<file path="config.mk">
export PLATFORM = sky130hd
export DESIGN_NAME = mem_responder
export DESIGN_NICKNAME = d
export VERILOG_FILES = /design/src/rtl/mem_responder.sv
export SDC_FILE = /design/constraint.sdc
export NUM_CORES = 1
export LEC_CHECK = 0
export ABC_CLOCK_PERIOD_IN_PS = 37300
export CORE_ASPECT_RATIO = 1.75
export CORE_MARGIN = 8
export CORE_UTILIZATION = 25
export CTS_BUF_LIST = sky130_fd_sc_hd__clkbuf_16
export DETAILED_ROUTE_END_ITERATION = 8
export PLACE_DENSITY = 0.51
export SETUP_SLACK_MARGIN = 0.15
export SKIP_CTS_REPAIR_TIMING = 1
export SYNTH_ARGS = -nofsm -noshare
export SYNTH_HDL_FRONTEND = slang
export SYNTH_SLANG_ARGS = --single-unit
</file>
<file path="constraint.sdc">
create_clock -name clk -period 37.3 [get_ports clk]
set_input_delay 7.46 -clock clk [delete_from_list [all_inputs] [get_ports clk]]
set_output_delay 7.46 -clock clk [all_outputs]
set_load 0.1 [all_outputs]
</file>
<file path="src/rtl/mem_responder.sv">
// mem_responder: target-side responder for the en/wr/addr access bus.
// Accepts one request at a time, inserts WAIT_CYC wait states, then
// performs the access on an internal DEPTH x DW array and pulses done.
//
// state  | meaning
// -------+-----------------------------------------------------------
// S_IDLE | ready=1, waiting for en
// S_ACC  | one cycle, request has been latched
// S_WAIT | WAIT_CYC cycles, timed by the wait down-counter
// S_RESP | one cycle, done (and rvalid/err) high, access performed
module mem_responder #(
   parameter int DW       = 8,
   parameter int AW       = 6,
   parameter int DEPTH    = 64,
   parameter int WAIT_CYC = 1
) (
   input  logic          clk,
   input  logic          rst,
   input  logic          en,
   input  logic          wr,
   input  logic [AW-1:0] addr,
   input  logic [DW-1:0] wdata,
   output logic          ready,
   output logic          done,
   output logic          rvalid,
   output logic [DW-1:0] rdata,
   output logic          err,
   output logic [7:0]    wr_cnt,
   output logic [7:0]    rd_cnt
);

   typedef enum logic [1:0] {S_IDLE, S_ACC, S_WAIT, S_RESP} state_t;

   // The counter is loaded with WAIT_CYC-1 so terminal count (0) marks the
   // last wait cycle; with WAIT_CYC=0 the WAIT state is skipped entirely.
   localparam logic [3:0]  WAIT_LOAD = (WAIT_CYC > 0) ? 4'(WAIT_CYC - 1) : 4'd0;
   localparam logic [AW:0] DEPTH_LIM = (AW + 1)'(DEPTH);

   state_t          state_q, state_d;
   logic [3:0]      wait_cnt;
   logic            wr_q;
   logic [AW-1:0]   addr_q;
   logic [DW-1:0]   wdata_q;
   logic [DW-1:0]   mem [DEPTH];
   logic            accept;
   logic            enter_resp;
   logic            in_range;

   assign accept     = (state_q == S_IDLE) && en;
   assign enter_resp = (state_d == S_RESP);
   assign in_range   = ({1'b0, addr_q} < DEPTH_LIM);

   // State register.
   always_ff @(posedge clk or posedge rst) begin
      if (rst) state_q <= S_IDLE;
      else     state_q <= state_d;
   end

   // Next-state decode; RESP is entered only from ACC or WAIT.
   always_comb begin
      state_d = state_q;
      case (state_q)
         S_IDLE: if (en) state_d = S_ACC;
         S_ACC:  state_d = (WAIT_CYC > 0) ? S_WAIT : S_RESP;
         S_WAIT: if (wait_cnt == 4'd0) state_d = S_RESP;
         S_RESP: state_d = S_IDLE;
         default: state_d = S_IDLE;
      endcase
   end

   // Wait-state down-counter, reloaded every ACC cycle.
   always_ff @(posedge clk or posedge rst) begin
      if (rst)                                         wait_cnt <= 4'd0;
      else if (state_q == S_ACC)                       wait_cnt <= WAIT_LOAD;
      else if (state_q == S_WAIT && wait_cnt != 4'd0)  wait_cnt <= wait_cnt - 4'd1;
   end

   // Request latch; inputs are only looked at on the accept edge.
   always_ff @(posedge clk or posedge rst) begin
      if (rst) begin
         wr_q    <= 1'b0;
         addr_q  <= '0;
         wdata_q <= '0;
      end else if (accept) begin
         wr_q    <= wr;
         addr_q  <= addr;
         wdata_q <= wdata;
      end
   end

   // Storage array; written only on the edge entering RESP.
   always_ff @(posedge clk or posedge rst) begin
      if (rst) begin
         for (int i = 0; i < DEPTH; i++) mem[i] <= '0;
      end else if (enter_resp && wr_q && in_range) begin
         mem[addr_q] <= wdata_q;
      end
   end

   // Registered outputs: ready mirrors the next state, pulses and counters
   // update on RESP entry so an aborted transaction leaves no trace.
   always_ff @(posedge clk or posedge rst) begin
      if (rst) begin
         ready  <= 1'b1;
         done   <= 1'b0;
         rvalid <= 1'b0;
         err    <= 1'b0;
         rdata  <= '0;
         wr_cnt <= 8'd0;
         rd_cnt <= 8'd0;
      end else begin
         ready  <= (state_d == S_IDLE);
         done   <= enter_resp;
         rvalid <= enter_resp && !wr_q && in_range;
         err    <= enter_resp && !in_range;
         if (enter_resp) begin
            if (!in_range) begin
               rdata <= '0;
            end else if (wr_q) begin
               wr_cnt <= wr_cnt + 8'd1;
            end else begin
               rdata  <= mem[addr_q];
               rd_cnt <= rd_cnt + 8'd1;
            end
         end
      end
   end

endmodule

</file>
# Yosys cells after proc, flatten, opt, wreduce, memory -nomap -nowiden
# Index checks and enable logic that the tools add are counted.
[classes]
n_addsub = 3
n_mul = 0
div = 0
order_cmp = 2
eq_ne = 4
n_shift = 0
n_mux = 11
bitwise = 2
n_reduce_logical = 13
[op_table]
columns = ["operator", "count"]
rows = [
  ["$bwmux W512", 1],
  ["$bmux W8 S6", 1],
  ["$demux W8 S6", 1],
  ["$mux W8", 3],
  ["$add A8 B1 Y8 const B", 2],
  ["$mux W4", 2],
  ["$pmux W2 S4", 1],
  ["$ge A7 B7 Y1 const B", 1],
  ["$lt A7 B1 Y1 const B", 1],
  ["$not A6 Y7", 1],
  ["$eq A2 B2 Y1 const B", 3],
  ["$logic_and A1 B1 Y1", 5],
  ["$logic_not A2 Y1", 2],
  ["$logic_not A4 Y1", 1],
  ["$mux W2", 2],
  ["$reduce_and A2 Y1", 2],
  ["$reduce_bool A4 Y1", 1],
  ["$sub A4 B1 Y4 const B", 1],
  ["$eq A2 B1 Y1 const B", 1],
  ["$reduce_bool A2 Y1", 1],
  ["$logic_not A1 Y1", 1],
  ["$not A1 Y1", 1],
]
[totals]
register_bits = 560
latch_bits = 0
mem_bits_rw = 0
rom_bits = 0
in_bits = 18
elab_cells = 110
mem_count = 0

# Longest topological paths before layout
[depth]
ltp_word = 6
mapped_depth = 10
ltp_nobuf = 9

# Least setup slack after synthesis
# OpenSTA, ideal clock, no wires.
[synth_path]
path_type = "input to register"
start = "in en"
end = "reg mem[120] in the netlist's numbering"
arrival_ns = 8.987
slack_ns = 28.188
stages = 7
n_path_buf = 1
path_cell_list = "nand2_1 a31oi_4 and3_4 buf_6 nand3_1 nor2_2 mux2_2"
[synth_via]
elab_chain_len = 4
[synth_lines]
columns = ["item", "line", "text"]
rows = [
  ["start: declaration", "19", "input logic en,"],
  ["$mux W2", "63", "S_IDLE: if (en) state_d = S_ACC;"],
  ["$pmux W2 S4", "62", "case (state_q)"],
  ["net state_d[0]", "39", "state_t state_q, state_d;"],
  ["$eq A2 B2 Y1", "50", "assign enter_resp = (state_d == S_RESP);"],
  ["$logic_and A1 B1 Y1", "95", "end else if (enter_resp && wr_q && in_range) begin"],
  ["end signal: indexed assignment", "96", "mem[addr_q] <= wdata_q;"],
  ["end: declaration", "44", "logic [DW-1:0] mem [DEPTH];"],
]
# The timed path passes the listed nets, and every way through them passes these cells.
# A chain may end at the register's enable or synchronous reset.

==> results_dict.tcl <==
set metrics [dict create \
    num-nets-final 1865 \
    grt_max_degree 170 \
    dieHeight_um 440 \
    drv_cap 0 \
    timing.fmax_mhz 98.8 \
    cts_tree "done" \
    finalSetupTns_ns 0 \
    avgViaCountPerCell 4.97 \
    whs_ns 0.464 \
    drt_pass1_iterations 6 \
    grtUsageTotal 0.137 \
    yosys_warnings 0 \
    antenna_found_initial 4 \
    synth_area_per_cell_um2 13.9 \
    multi_input_area_mm2 0.0111 \
    synthesis.area_mm2 0.0256 \
    critPathLaunchType "input port" \
    die_area_mm2 0.113 \
    synthFlopType "dfrtp_1" \
    grt_pass1_vias 17200 \
    drtAntennaViolNets 0 \
    ir_drop_uv 74.1 \
    rows 155 \
    synth_nets 1873 \
    avgRoutedWirePerCell_um 24.5 \
    fin_cells 3214 \
    tightest_slew_ns 1.13 \
    status "finished, final reports clean" \
    slew_violations 0 \
    dpl.hpwl_um 52100 \
    min_path_cells 1 \
    cts_sinks 560 \
    fill_cells 10300 \
    hold_viol_final 0 \
    vias 16000 \
    numCtsBuffers 50 \
    fin_crit_sh 0.271 \
    hp-class "flip-flop to flip-flop" \
    yosysUniqueCellTypes 66 \
    worstSkewPairLatency_ns 0.61 \
    initial_utilization 0.252 \
    critPathKind "input port to async pin" \
    setup_violations 0 \
    rsz0062_at_grt "false" \
    netlist_instances 1847 \
    die_width_um 258 \
    drc 0 \
    place.gp.congestion 0.853 \
    clk_pin_slew_worst_paths_ns 0.07 \
    power_density_mw_per_mm2 82.0 \
    wirelength_um 78800 \
    synth-seq-cells 560 \
    period_minus_slack_ns 10.12 \
    grt_pass1_wl_um 118000 \
    drtIter0Drc 1208 \
    grt_overflow 0 \
    worstPathArrival_ns 10.67 \
    dp.cells 3121 \
    async_flop_share 1.00 \
    cts_buffer_depth 3 \
    htree_levels 2 \
    io_pins 46 \
    cp-end-kind "async pin" \
    reg2reg_depth 8 \
    synth_edf_count 0 \
    numPortBuffers 44 \
    regArea_mm2 0.0140 \
    clock_skew_ns 0.0188 \
    relSlewSlack 0.240 \
    cts_root_buf "clkbuf_16" \
    p_leak_nw 13.3 \
    area_growth_pct 13.2 \
    core_mm2 0.102 \
    worstPathRequired_ns 37.85 \
    yosysSeqAreaShare 0.547 \
    critPathMaxFanout 169 \
    drive_gt1_frac 0.418 \
]
==> worst max-delay path, cell delays in order <==
cell             delay [ns]
clkdlybuf4s50_1        0.49
inv_8                  0.67
buf_12                 0.68
buf_4                  0.93
==> area by class of cell <==
| cell class | count | share of cell area |
|---|---|---|
| Inverter | 9 | 0.00142 |
| Sequential cell | 560 | 0.484 |
| Timing Repair Buffer | 81 | 0.0256 |
| Clock buffer | 50 | 0.0431 |
| Antenna cell | 4 | 0.000345 |
| Tap cell | 1334 | 0.0575 |
| Clock inverter | 39 | 0.00716 |
| Multi-Input combinational cell | 1137 | 0.381 |
==> through the flow <==
stage / total power [mW] / util / area, um2 / setup slack [ns]
detailed placement: 1.91 / 0.271 / 27500 / 26.49
finish: 2.38 / 0.285 / 29000 / 27.18
global route: 2.49 / 0.285 / 29000 / 26.82
global placement: 1.88 / 0.271 / 27500 / 26.63
CTS: 2.40 / 0.285 / 29000 / 27.12
floorplan: 1.56 / - / 25600 / 14.18
==> cell usage after synthesis (10+ instances only) <==
cell | count | area [um2]
buf_2 | 13 | 65.1
mux2_2 | 569 | 6410
a22oi_1 | 38 | 285
o2bb2ai_1 | 12 | 105
o21ai_0 | 23 | 115
xnor2_1 | 13 | 114
nand2_1 | 61 | 229
a22o_1 | 13 | 114
mux2i_1 | 43 | 430
dfrtp_1 | 559 | 14000
a221oi_1 | 46 | 403
nor2_2 | 39 | 244
buf_1 | 23 | 86.3
nor2_1 | 36 | 135
nand2_2 | 11 | 68.8
o22ai_1 | 20 | 125
nand3_1 | 10 | 50.1
a221o_1 | 16 | 160
a21oi_1 | 18 | 90.1
clkbuf_1 | 103 | 387
mux2_1 | 22 | 248
mux4_2 | 34 | 766
==> cell families after synthesis <==
family	Yosys count	share of synthesized area
AO/OA/AOI/OAI	229	0.0691
adder cells (fa/ha/maj)	8	0.00390
flip-flops	560	0.547
multiplexers	668	0.306
other	1	0.000146
buffers and inverters	150	0.0230
AND/OR/NAND/NOR	214	0.0453
XOR/XNOR	17	0.00581
==> power by group <==
| group | switching, mW | leakage [nW] | internal (mW) |
|---|---|---|---|
| Sequential | 0.163 | 7.68 | 0.818 |
| Combinational | 0.564 | 4.89 | 0.349 |
| Clock | 0.235 | 0.769 | 0.250 |
==> sequential cells by signal, summed over array words and instances, names as in the netlist <==
name,cells
rd_cnt,8
ready,1
wdata_q,8
rvalid,1
wait_cnt,4
state_q,2
done,1
rdata,8
wr_cnt,8
mem,512
addr_q,6
wr_q,1
==> placed cells by master, fill, tap and decap left out, types with 4 or more instances in the layout <==
| cell | synthesis | routed |
|---|---|---|
| o2bb2ai_1 | 12 | 12 |
| xor2_1 | 4 | 4 |
| nand2_1 | 61 | 61 |
| nor2_1 | 36 | 36 |
| and3_1 | 6 | 6 |
| diode_2 | 0 | 4 |
| mux4_2 | 34 | 34 |
| mux2i_1 | 43 | 43 |
| and2_1 | 7 | 7 |
| xnor2_1 | 13 | 13 |
| a222oi_1 | 8 | 8 |
| ha_1 | 8 | 8 |
| clkinv_1 | 3 | 16 |
| o22ai_1 | 20 | 20 |
| buf_4 | 1 | 35 |
| dfrtp_1 | 559 | 548 |
| a21oi_1 | 18 | 18 |
| nor2b_2 | 0 | 5 |
| inv_1 | 6 | 19 |
| a22oi_1 | 38 | 38 |
| a221o_1 | 16 | 16 |
| dfrtp_2 | 0 | 8 |
| mux2_1 | 22 | 22 |
| a221oi_1 | 46 | 46 |
| nor3_1 | 6 | 6 |
| nand3_1 | 10 | 10 |
| nor2_2 | 39 | 39 |
| nand2_2 | 11 | 11 |
| nand4_1 | 7 | 7 |
| o22a_1 | 5 | 5 |
| clkinv_2 | 0 | 7 |
| clkdlybuf4s50_1 | 0 | 44 |
| a22o_1 | 13 | 13 |
| o21ai_0 | 23 | 23 |
| clkbuf_16 | 0 | 50 |
| mux2_2 | 569 | 569 |
| a31oi_1 | 8 | 8 |
==> path summary, 6_finish.rpt <==
path,start,end,slack [ns]
setup / recovery,rst,mem[186]$_DFFE_PP0P_,27.18
hold / removal,rd_cnt[7]$_DFFE_PP0P_,rd_cnt[7]$_DFFE_PP0P_,0.46
setup reg to reg,addr_q[2]$_DFFE_PP0P_,rdata[3]$_DFFE_PP0P_,32.94
hold reg to reg,rd_cnt[7]$_DFFE_PP0P_,rd_cnt[7]$_DFFE_PP0P_,0.46
max in group clk,en,mem[57]$_DFFE_PP0P_,27.52
min in group asynchronous,rst,mem[443]$_DFFE_PP0P_,7.46
==> routing by layer <==
layer / GRT usage / vias up / wire length, um
li1: - / 6824 / -
met1: 0.156 / 8503 / 30100
met2: 0.251 / 473 / 41300
met3: 0.0143 / 172 / 3220
met4: 0.0677 / 0 / 4200
met5: 0 / - / 0
Note: power is estimated with default switching activity, not from simulation.
